`src/rtl/rc4_pkg.sv`:
```
// Shared types and the character filter for the RC4 breaker datapath.
// The breaker's candidate checker and the message RAM writer both use is_valid_char.
package rc4_pkg;

    localparam int MSG_LEN_DEFAULT = 32;

    typedef logic [7:0] byte_t;

    typedef enum logic [1:0] {
        IDLE,
        WRITE,
        INC,
        DONE
    } wr_state_t;

    // Plaintext candidates may only contain lowercase letters and spaces.
    function automatic logic is_valid_char(input byte_t c);
        return (c == 8'h20) || ((c >= 8'h61) && (c <= 8'h7A));
    endfunction

endpackage

```
`src/rtl/msg_ram_writer_if.sv`:
```
// Bundle between the breaker core / result RAM and the message writer.
// master = the writer itself; slave = the core and RAM side it talks to.
interface msg_ram_writer_if #(
    parameter int MSG_LEN = rc4_pkg::MSG_LEN_DEFAULT,
    parameter int ADDR_W  = 5
) ();
    import rc4_pkg::*;

    logic                    start;
    byte_t [MSG_LEN-1:0]     msg_data;
    logic  [ADDR_W-1:0]      ram_address;
    byte_t                   ram_data;
    logic                    ram_wren;
    logic                    busy;
    logic                    done;
    logic                    invalid;
    logic  [ADDR_W-1:0]      bad_index;

    modport master (
        input  start,
        input  msg_data,
        output ram_address,
        output ram_data,
        output ram_wren,
        output busy,
        output done,
        output invalid,
        output bad_index
    );

    modport slave (
        output start,
        output msg_data,
        input  ram_address,
        input  ram_data,
        input  ram_wren,
        input  busy,
        input  done,
        input  invalid,
        input  bad_index
    );

endinterface

```
`src/rtl/msg_ram_writer.sv`:
```
// Snapshots a MSG_LEN-byte message on start and writes it to RAM addresses 0..MSG_LEN-1, flagging non-[a-z ] bytes.
// Latency: 2 cycles per byte (done 2*MSG_LEN edges after start); no backpressure, the RAM accepts every strobe.
module msg_ram_writer
    import rc4_pkg::*;
#(
    parameter int MSG_LEN          = MSG_LEN_DEFAULT,
    parameter int ADDR_W           = 5,
    parameter bit ABORT_ON_INVALID = 1'b1
) (
    input  logic             clk,
    input  logic             reset,
    msg_ram_writer_if.master bus
);

    // One spare index bit so MSG_LEN == 2**ADDR_W cannot wrap.
    localparam int              IDX_W    = ADDR_W + 1;
    localparam int              SEL_W    = (MSG_LEN > 1) ? $clog2(MSG_LEN) : 1;
    localparam logic [IDX_W-1:0] LAST_IDX = IDX_W'(MSG_LEN - 1);

    wr_state_t           state_q, state_d;
    logic  [IDX_W-1:0]   idx_q, idx_d;
    logic                invalid_q, invalid_d;
    logic  [ADDR_W-1:0]  bad_q, bad_d;
    logic                load;
    byte_t [MSG_LEN-1:0] buf_q;
    byte_t               cur_byte;

    assign cur_byte = buf_q[idx_q[SEL_W-1:0]];

    always_ff @(posedge clk or negedge reset) begin
        if (!reset) begin
            state_q   <= IDLE;
            idx_q     <= '0;
            invalid_q <= 1'b0;
            bad_q     <= '0;
        end else begin
            state_q   <= state_d;
            idx_q     <= idx_d;
            invalid_q <= invalid_d;
            bad_q     <= bad_d;
        end
    end

    // Snapshot so the core may move on to the next key while we write.
    always_ff @(posedge clk or negedge reset) begin
        if (!reset) begin
            buf_q <= '0;
        end else if (load) begin
            buf_q <= bus.msg_data;
        end
    end

    always_comb begin
        state_d   = state_q;
        idx_d     = idx_q;
        invalid_d = invalid_q;
        bad_d     = bad_q;
        load      = 1'b0;

        case (state_q)
            IDLE, DONE: begin
                if (bus.start) begin
                    load      = 1'b1;
                    idx_d     = '0;
                    invalid_d = 1'b0;
                    bad_d     = '0;
                    state_d   = WRITE;
                end
            end

            WRITE: begin
                if (!is_valid_char(cur_byte)) begin
                    if (!invalid_q) begin
                        invalid_d = 1'b1;
                        bad_d     = idx_q[ADDR_W-1:0];
                    end
                    // The offending byte is still strobed this cycle.
                    state_d = ABORT_ON_INVALID ? DONE : INC;
                end else begin
                    state_d = INC;
                end
            end

            INC: begin
                if (idx_q == LAST_IDX) begin
                    state_d = DONE;
                end else begin
                    idx_d   = idx_q + IDX_W'(1);
                    state_d = WRITE;
                end
            end

            default: begin
                state_d = IDLE;
            end
        endcase
    end

    // Decoded straight from state so an asserted reset kills the strobe at once.
    assign bus.ram_wren    = (state_q == WRITE);
    assign bus.busy        = (state_q == WRITE) || (state_q == INC);
    assign bus.done        = (state_q == DONE);
    assign bus.ram_address = idx_q[ADDR_W-1:0];
    assign bus.ram_data    = cur_byte;
    assign bus.invalid     = invalid_q;
    assign bus.bad_index   = bad_q;

endmodule

```
`src/flat_wrapper.sv`:
```
// flat-port wrapper written by rule: the top's interface ports become plain ports
module msg_ram_writer_flat import rc4_pkg::*;
#(
    parameter int MSG_LEN          = MSG_LEN_DEFAULT,
    parameter int ADDR_W           = 5,
    parameter bit ABORT_ON_INVALID = 1'b1
)
  (clk, reset, bus_start, bus_msg_data, bus_ram_address, bus_ram_data, bus_ram_wren, bus_busy, bus_done, bus_invalid, bus_bad_index);
  msg_ram_writer_if #(.MSG_LEN(MSG_LEN), .ADDR_W(ADDR_W)) bus_i ();
  input  logic clk;
  input  logic reset;
  input wire logic [$bits(bus_i.start)-1:0] bus_start;
  input wire logic [$bits(bus_i.msg_data)-1:0] bus_msg_data;
  output wire logic [$bits(bus_i.ram_address)-1:0] bus_ram_address;
  output wire logic [$bits(bus_i.ram_data)-1:0] bus_ram_data;
  output wire logic [$bits(bus_i.ram_wren)-1:0] bus_ram_wren;
  output wire logic [$bits(bus_i.busy)-1:0] bus_busy;
  output wire logic [$bits(bus_i.done)-1:0] bus_done;
  output wire logic [$bits(bus_i.invalid)-1:0] bus_invalid;
  output wire logic [$bits(bus_i.bad_index)-1:0] bus_bad_index;
  assign bus_i.start = bus_start;
  assign bus_i.msg_data = bus_msg_data;
  assign bus_ram_address = bus_i.ram_address;
  assign bus_ram_data = bus_i.ram_data;
  assign bus_ram_wren = bus_i.ram_wren;
  assign bus_busy = bus_i.busy;
  assign bus_done = bus_i.done;
  assign bus_invalid = bus_i.invalid;
  assign bus_bad_index = bus_i.bad_index;
  msg_ram_writer #(.MSG_LEN(MSG_LEN), .ADDR_W(ADDR_W), .ABORT_ON_INVALID(ABORT_ON_INVALID)) u_core (.clk(clk), .reset(reset), .bus(bus_i));
endmodule
```
`config.mk`:
```
export PLATFORM = sky130hd
export DESIGN_NAME = msg_ram_writer_flat
export DESIGN_NICKNAME = d
export VERILOG_FILES = /design/src/rtl/rc4_pkg.sv /design/src/rtl/msg_ram_writer_if.sv /design/src/rtl/msg_ram_writer.sv /design/src/flat_wrapper.sv
export SDC_FILE = /design/constraint.sdc
export NUM_CORES = 1
export LEC_CHECK = 0
export BUFFER_PORTS_ARGS = -buffer_cell sky130_fd_sc_hd__buf_2
export CORE_ASPECT_RATIO = 1.1
export CORE_MARGIN = 2
export CORE_UTILIZATION = 59
export DETAILED_ROUTE_END_ITERATION = 10
export GPL_TIMING_DRIVEN = 0
export PLACE_DENSITY_LB_ADDON = 0.1
export SETUP_SLACK_MARGIN = 0.15
export SYNTH_ARGS = -nofsm -noshare
export SYNTH_HDL_FRONTEND = slang
export SYNTH_SLANG_ARGS = --single-unit
```
`constraint.sdc`:
```
create_clock -name clk -period 5.7 [get_ports clk]
set_input_delay 0.855 -clock clk [delete_from_list [all_inputs] [get_ports clk]]
set_output_delay 0.855 -clock clk [all_outputs]
set_load 0.01 [all_outputs]
```
==> results by group, run 1 <==
Timing
  • Final Hold Viols: 0
  • Max-Slew Margin vs Limit: 21.9%
  • Worst Hold Margin: 0.220 ns
  • RSZ-0062 raised after global routing: false
  • Setup Skew: 0.0121 ns
  • Fin. max-slew vios: 0
  • Period Utilization, post-route: 80.2%
  • FMAX: 219 MHz
  • Least-Margin Pin Slew: 1.17 ns
  • Final Setup Violations: 0
  • Final setup margin: 1.13 ns
  • Final min period: 4.57 ns

Floorplan
  • Die X: 142 um
  • Core Footprint: 0.0206 sq mm
  • Die ar.: 0.0222 sq mm
  • Die span in y: 156 um
  • Row count: 55
  • # IOs: 281
  • Initial Util: 60.1%

Worst setup path
  • Max FO, Critical Path: 10
  • Crit path max-delay cell type: clkbuf_1
  • R2R Setup Slk: 1.54 ns
  • Worst path buffer plus inverter count: 3
  • CP max stage delay: 0.91 ns
  • Sequence of cells on the critical path: buf_2 > clkbuf_1 > nor2_1 > a22oi_1 > a21oi_1 > a211oi_1 > buf_2
  • RR Startpoint: u_core.idx_q[1]$_DFFE_PN0P_
  • Crit end category: primary output
  • Crit Path Class: reg -> out
  • Capture point of the worst reg-to-reg path: u_core.bus.bad_index[2]$_DFFE_PN0P_
  • Crit path DAT: 3.72 ns
  • Worst Path Required: 4.85 ns
  • CP startpoint kind: flip-flop
  • R2R cell count: 11
  • Crit path top cell by count: buf_2
  • Crit path max-delay family: buffers and inverters

Placement
  • Dpl hpwl: 25.2 mm
  • Place WS: 1.74 ns
  • Cell Area, Placed: 0.0142 sq mm
  • Placed cells: 1340
  • PortBufs: 280
  • Placer Congestion: 0.851

Yosys
  • Syn. warnings: 0
  • Distinct cells, synth: 49
  • Syn Inst Count: 802
  • Syn_area_per_cell: 15.4 sq um
  • Netlist Area Pre-Place: 0.0124 sq mm
  • Async S/R FF share, synth: 100%
  • Yosys reg bits: 270
  • Syn_nets: 1065
  • Sequential-to-total area share from yosys stat: 54.6%
  • Post-synth EDFFs: 0
  • Predominant post-synthesis flop cell: dfrtp_1

Power
  • Combinational Power Share: 40.0%
  • Clock share of power: 21.8%
  • Pint: 0.00599 W
  • Switching Share: 32.4%
  • Lkg Pwr: 6.78 nW
  • Psw: 0.00287 W
  • PD cells: 583 mW/mm^2
  • Peak supply drop: 0.000355 V
  • Seq pwr share: 38.2%
  • Power Total: 0.00886 W

Clock tree
  • CTS tree: yes
  • Clk_lat worst skew: 0.54 ns
  • Clk sinks: 270
  • Hold-fix buffers, CTS: 0
  • Root buffer cell: clkbuf_16
  • CTS resizes: 0
  • Setup Buffers After CTS: 0
  • Num CTS Buffers: 28
  • CTS clk-pin slew, worst paths: 0.06 ns
  • Deepest clock path buffer count: 3
  • H-tree Lvls: 1

Global routing
  • Pin count of the biggest net entering global routing: 114
  • Initial antenna violation count: 16
  • Vias in the first global route: 9012
  • First-pass GRT wire length: 51.2 mm
  • Global-route track usage on met3: 5.80%
  • GR Util met2: 53.2%
  • GR peak layer: met2
  • Grt total ovfl: 0
  • GRT Resource Usage Total: 31.6%
  • Met1 GRT Util: 41.2%

Final layout
  • Design Area, Final: 0.0152 sq mm
  • Fillers: 1388
  • Layout cell share with drive strength beyond 1: 60.4%
  • Nets: 1377
  • Fin cells: 1406
  • Footprint of the multi-input gates: 0.00527 sq mm
  • Sequential Area: 0.00676 sq mm
  • Area growth, synth to finish: 22.7%

Detailed routing
  • # DRC: 0
  • Routed Antenna Nets: 0
  • Drt first-iter violations: 555
  • Initial DRT Pass Iterations: 5
  • Vias post-DR: 8399
  • WL final: 34.8 mm
  • DR WL/cell: 24.8 um
  • Vias/cell: 5.97

Outcome
  • Status: complete, no violations

Job
  • Number of max-cap violations: 0

Worst hold path
  • HP Class: in -> async
-- placed cells by master (no fill, tap or decap), types with 6 or more instances in the layout --
cell | synthesis | routed
a21oi_1 | 8 | 8
a22o_1 | 7 | 7
buf_1 | 7 | 7
buf_2 | 11 | 290
buf_4 | 6 | 6
clkbuf_1 | 32 | 32
clkbuf_16 | 0 | 29
clkbuf_8 | 0 | 8
clkinv_2 | 0 | 10
dfrtp_1 | 270 | 270
diode_2 | 0 | 15
inv_1 | 8 | 8
mux2_2 | 266 | 266
mux2i_1 | 27 | 27
mux4_2 | 55 | 55
nand2_1 | 13 | 13
nand3_1 | 6 | 6
o21ai_0 | 11 | 11
-- stage by stage --
step / TNS, ns / utilization [%]
6_report: 0 / 73.8
5_1_grt: 0 / 73.8
4_1_cts: 0 / 73.6
3_5_place_dp: 0 / 68.8
3_3_place_gp: -322.60 / 68.5
2_1_floorplan: 0 / -
-- synth_stat cells (all sizes together) (3+ instances only) --
| library cell | number | area (sq um) |
|---|---|---|
| a211oi | 3 | 22.5 |
| a21oi | 8 | 40.0 |
| a221oi | 4 | 35.0 |
| a22o | 7 | 61.3 |
| a22oi | 5 | 37.5 |
| buf | 29 | 195 |
| clkbuf | 32 | 120 |
| dfrtp | 270 | 6760 |
| ha | 4 | 50.1 |
| inv | 8 | 30.0 |
| mux2 | 266 | 3000 |
| mux2i | 27 | 270 |
| mux4 | 55 | 1240 |
| nand2 | 13 | 48.8 |
| nand3 | 6 | 30.0 |
| nor2 | 5 | 18.8 |
| nor2b | 5 | 31.3 |
| nor3 | 6 | 40.0 |
| nor3b | 3 | 22.5 |
| o21ai | 15 | 78.8 |
| o22ai | 6 | 43.8 |
-- power groups by stage --
stage               logic, W  clock network [W]  registers, W
finish               0.00355            0.00193       0.00338
global route         0.00376            0.00203       0.00348
CTS                  0.00355            0.00194       0.00337
detailed placement   0.00353                  0       0.00339
global placement     0.00343                  0       0.00333
floorplan            0.00260                  0       0.00321
-- area by class of cell --
class	count	area share, %
diodes	15	0.247
multi-input cells	463	34.7
clock inverters	14	0.997
well taps	256	2.11
repair buffers	282	9.66
plain buffers	61	2.08
flip-flops and latches	270	44.5
clock buffers	37	5.50
inverters	8	0.198
-- metal layers --
layer | vias to the layer above | routed length (um)
li1 | 3628 | -
met1 | 4344 | 13800
met2 | 355 | 17500
met3 | 70 | 2370
met4 | 2 | 1120
met5 | - | 13
-- registers in the layout, indices dropped and copies added, names as in the netlist --
signal,flops
u_core.bus.invalid,1
u_core.bus.bad_index,5
u_core.idx_q,6
u_core.buf_q,256
u_core.state_q,2
-- kinds of logic (layout without fill, tap and decap cells) --
logic type / Yosys count / after routing / synth area share, %
simple gates: 51 / 51 / 2.36
mux: 348 / 348 / 36.4
xor+xnor: 1 / 1 / 0.131
buf+inv: 69 / 402 / 2.79
compound gates: 59 / 59 / 3.33
fa+ha+maj: 4 / 4 / 0.404
flops: 270 / 270 / 54.6
other cells: 0 / 15 / 0
-- how the worst max path moves through the flow --
stage | startpoint | end | slack (ns) | depth (start not counted)
CTS | u_core.idx_q[2]$_DFFE_PN0P_ | bus_ram_data[4] | 1.22 | 7
global placement | reset | u_core.buf_q[240]$_DFFE_PN0P_ | -1.22 | 1
global route | u_core.idx_q[2]$_DFFE_PN0P_ | bus_ram_data[4] | 1.11 | 7
detailed placement | u_core.idx_q[1]$_DFFE_PN0P_ | u_core.bus.bad_index[0]$_DFFE_PN0P_ | 1.74 | 11
floorplan | u_core.idx_q[0]$_DFFE_PN0P_ | bus_ram_data[6] | 2.82 | 7
finish | u_core.idx_q[2]$_DFFE_PN0P_ | bus_ram_data[4] | 1.13 | 7
-- worst reg2reg max path, stage by stage (launching register included) --
cell and delay, ns:
dfrtp_1 0.51, buf_2 0.41, buf_2 0.42, clkbuf_1 0.68
mux2_2 0.45, o22ai_1 0.36, o22ai_1 0.20, nor4_4 0.24
xnor2_2 0.19, o21ai_2 0.13, nor3_2 0.30, a22o_1 0.21
Note: power is estimated with default switching activity, not from simulation.
==> run 2: changes to the inputs <==
--- a/config.mk
+++ b/config.mk
@@ -8,7 +8,7 @@
 export BUFFER_PORTS_ARGS = -buffer_cell sky130_fd_sc_hd__buf_2
 export CORE_ASPECT_RATIO = 1.1
 export CORE_MARGIN = 2
-export CORE_UTILIZATION = 59
+export CORE_UTILIZATION = 54
 export DETAILED_ROUTE_END_ITERATION = 10
 export GPL_TIMING_DRIVEN = 0
 export PLACE_DENSITY_LB_ADDON = 0.1
==> constraint.sdc (replaced) <==
create_clock -name clk -period 4.6 [get_ports clk]
set_input_delay 0.69 -clock clk [delete_from_list [all_inputs] [get_ports clk]]
set_output_delay 0.69 -clock clk [all_outputs]
set_load 0.01 [all_outputs]
==> run 2 against run 1 <==
Effect of this change: power rose by 24%; global-route usage fell by 2.7 points; cell count rose by 3.0%; combinational power rose by 23%; final area rose by 0.54%; clock power rose by 28%; sequential cell count did not move; core utilization fell by 6.6 points; largest power group unchanged.
==> results by group, run 2 (same netlist as run 1, synthesis figures left out) <==
Outcome
  • Status: complete, no violations

Worst setup path
  • CP startpoint kind: flip-flop
  • Crit path DAT: 3.59 ns
  • Max FO, Critical Path: 10
  • Crit end category: primary output
  • Worst Path Required: 3.91 ns
  • Crit Path Class: reg -> out

Floorplan
  • Initial Util: 54.5%
  • # IOs: 281
  • Row count: 58
  • Die X: 148 um
  • Core Footprint: 0.0227 sq mm
  • Die ar.: 0.0241 sq mm
  • Die span in y: 163 um

Power
  • Pint: 0.00750 W
  • Seq pwr share: 37.9%
  • Switching Share: 31.9%
  • Combinational Power Share: 39.7%
  • Peak supply drop: 0.000376 V
  • PD cells: 721 mW/mm^2
  • Psw: 0.00351 W
  • Clock share of power: 22.5%
  • Lkg Pwr: 6.79 nW

Worst hold path
  • HP Class: in -> async

Clock tree
  • Clk sinks: 270
  • H-tree Lvls: 1
  • Deepest clock path buffer count: 3
  • CTS tree: yes
  • Num CTS Buffers: 28
  • Root buffer cell: clkbuf_16
  • Clk_lat worst skew: 0.54 ns
  • CTS clk-pin slew, worst paths: 0.06 ns
  • Setup Buffers After CTS: 0

Timing
  • FMAX: 234 MHz
  • Final Hold Viols: 0
  • RSZ-0062 raised after global routing: false
  • Fin. max-slew vios: 0
  • Period Utilization, post-route: 93.1%
  • Least-Margin Pin Slew: 1.01 ns
  • Final setup margin: 0.318 ns
  • Max-Slew Margin vs Limit: 32.7%
  • Setup TNS: 0 ns
  • Final min period: 4.28 ns
  • Setup Skew: 0.00966 ns
  • Final Setup Violations: 0

Final layout
  • Fin util: 67.2%
  • Max FFs per register: 256
  • Nets: 1377
  • Most frequent cells in the layout: 290 x buf_2, 270 x dfrtp_1, 266 x mux2_2
  • Top reg by flops: u_core.buf_q
  • Most common cell after layout, fill and taps aside: buf_2
  • Area growth, synth to finish: 23.4%
  • Layout cell share with drive strength beyond 1: 60.2%

Detailed routing
  • # DRC: 0
  • Drt first-iter violations: 492
  • Vias/cell: 5.69
  • WL final: 34.6 mm
  • Vias post-DR: 8234
  • Initial DRT Pass Iterations: 5
  • DR WL/cell: 23.9 um
  • Routed Antenna Nets: 0

Global routing
  • Initial antenna violation count: 17
  • Vias in the first global route: 8737
  • First-pass GRT wire length: 51.2 mm
  • GRT Resource Usage Total: 29.0%
  • Pin count of the biggest net entering global routing: 95
  • Grt total ovfl: 0

Placement
  • Placer Congestion: 0.869
  • Dpl hpwl: 25.5 mm
  • PortBufs: 280
  • Place WS: 0.671 ns

Job
  • Number of max-cap violations: 0
[run 2: cell types whose count changed in the layout (fill, tap and decap cells not counted), sizes merged]
cell      delta
inv          -1
diode        -3
bufinv       +2
clkbuf       +1
clkinv       -2
clkinvlp     +1
[run 2: metal layers]
metal	vias up	part of all wire [%]	global-route usage (%)
li1	3643	-	-
met1	4171	40	37.8
met2	333	49	48.1
met3	77	7.8	6.75
met4	10	2.9	10.0
met5	-	0.19	0
[run 2: layout make-up]
class / instances / area [sq um]
diodes: 12 / 30.0
plain buffers: 61 / 317
clock buffers: 38 / 820
clock inverters: 14 / 201
fillers: 1688 / 7440
inverters: 8 / 30.0
multi-input cells: 463 / 5270
flip-flops and latches: 270 / 6760
well taps: 300 / 375
repair buffers: 282 / 1470
[run 2: final timing paths]
kind                                                       end  slack [ns]  cells past startpoint                                start
setup / recovery                               bus_ram_data[0]        0.32                      7          u_core.idx_q[1]$_DFFE_PN0P_
hold / removal                     u_core.buf_q[9]$_DFFE_PN0P_        0.16                      1                                reset
setup reg to reg           u_core.bus.bad_index[0]$_DFFE_PN0P_        0.58                     11          u_core.idx_q[1]$_DFFE_PN0P_
hold reg to reg            u_core.bus.bad_index[4]$_DFFE_PN0P_        0.49                      1  u_core.bus.bad_index[4]$_DFFE_PN0P_
max in group asynchronous        u_core.buf_q[216]$_DFFE_PN0P_        3.51                      2                                reset
min in group clk                 u_core.buf_q[182]$_DFFE_PN0P_        0.37                      2                    bus_msg_data[182]
[run 2: metrics by stage]
stage	area (sq um)	hold slack (ns)	power, W	cells
2_1_floorplan	12400	0.394	0.00720	802
3_3_place_gp	14200	0.481	0.00841	1382
3_5_place_dp	14200	0.484	0.00857	1384
4_1_cts	15200	0.178	0.0111	1436
5_1_grt	15300	0.213	0.0116	1444
6_report	15300	0.161	0.0110	1448
[run 2: worst max-delay path: stages (launching register included)]
cell      delay, ns
dfrtp_1        0.51
buf_2          0.38
buf_2          0.43
clkbuf_1       0.60
mux2_2         0.42
o22ai_1        0.35
nor2_1         0.17
buf_2          0.17
[run 2: power groups by stage]
stage	logic [W]	registers (W)	clock network, W
after CTS	0.00439	0.00416	0.00250
final	0.00437	0.00417	0.00247
after floorplan	0.00322	0.00398	0
after global placement	0.00428	0.00414	0
after detailed placement	0.00438	0.00420	0
after global routing	0.00466	0.00430	0.00261
[run 2: timing repair]
action                     CTS  global route
setup endpoints to repair    0             1
hold buffers                 0             0
gates resized for setup      0             3
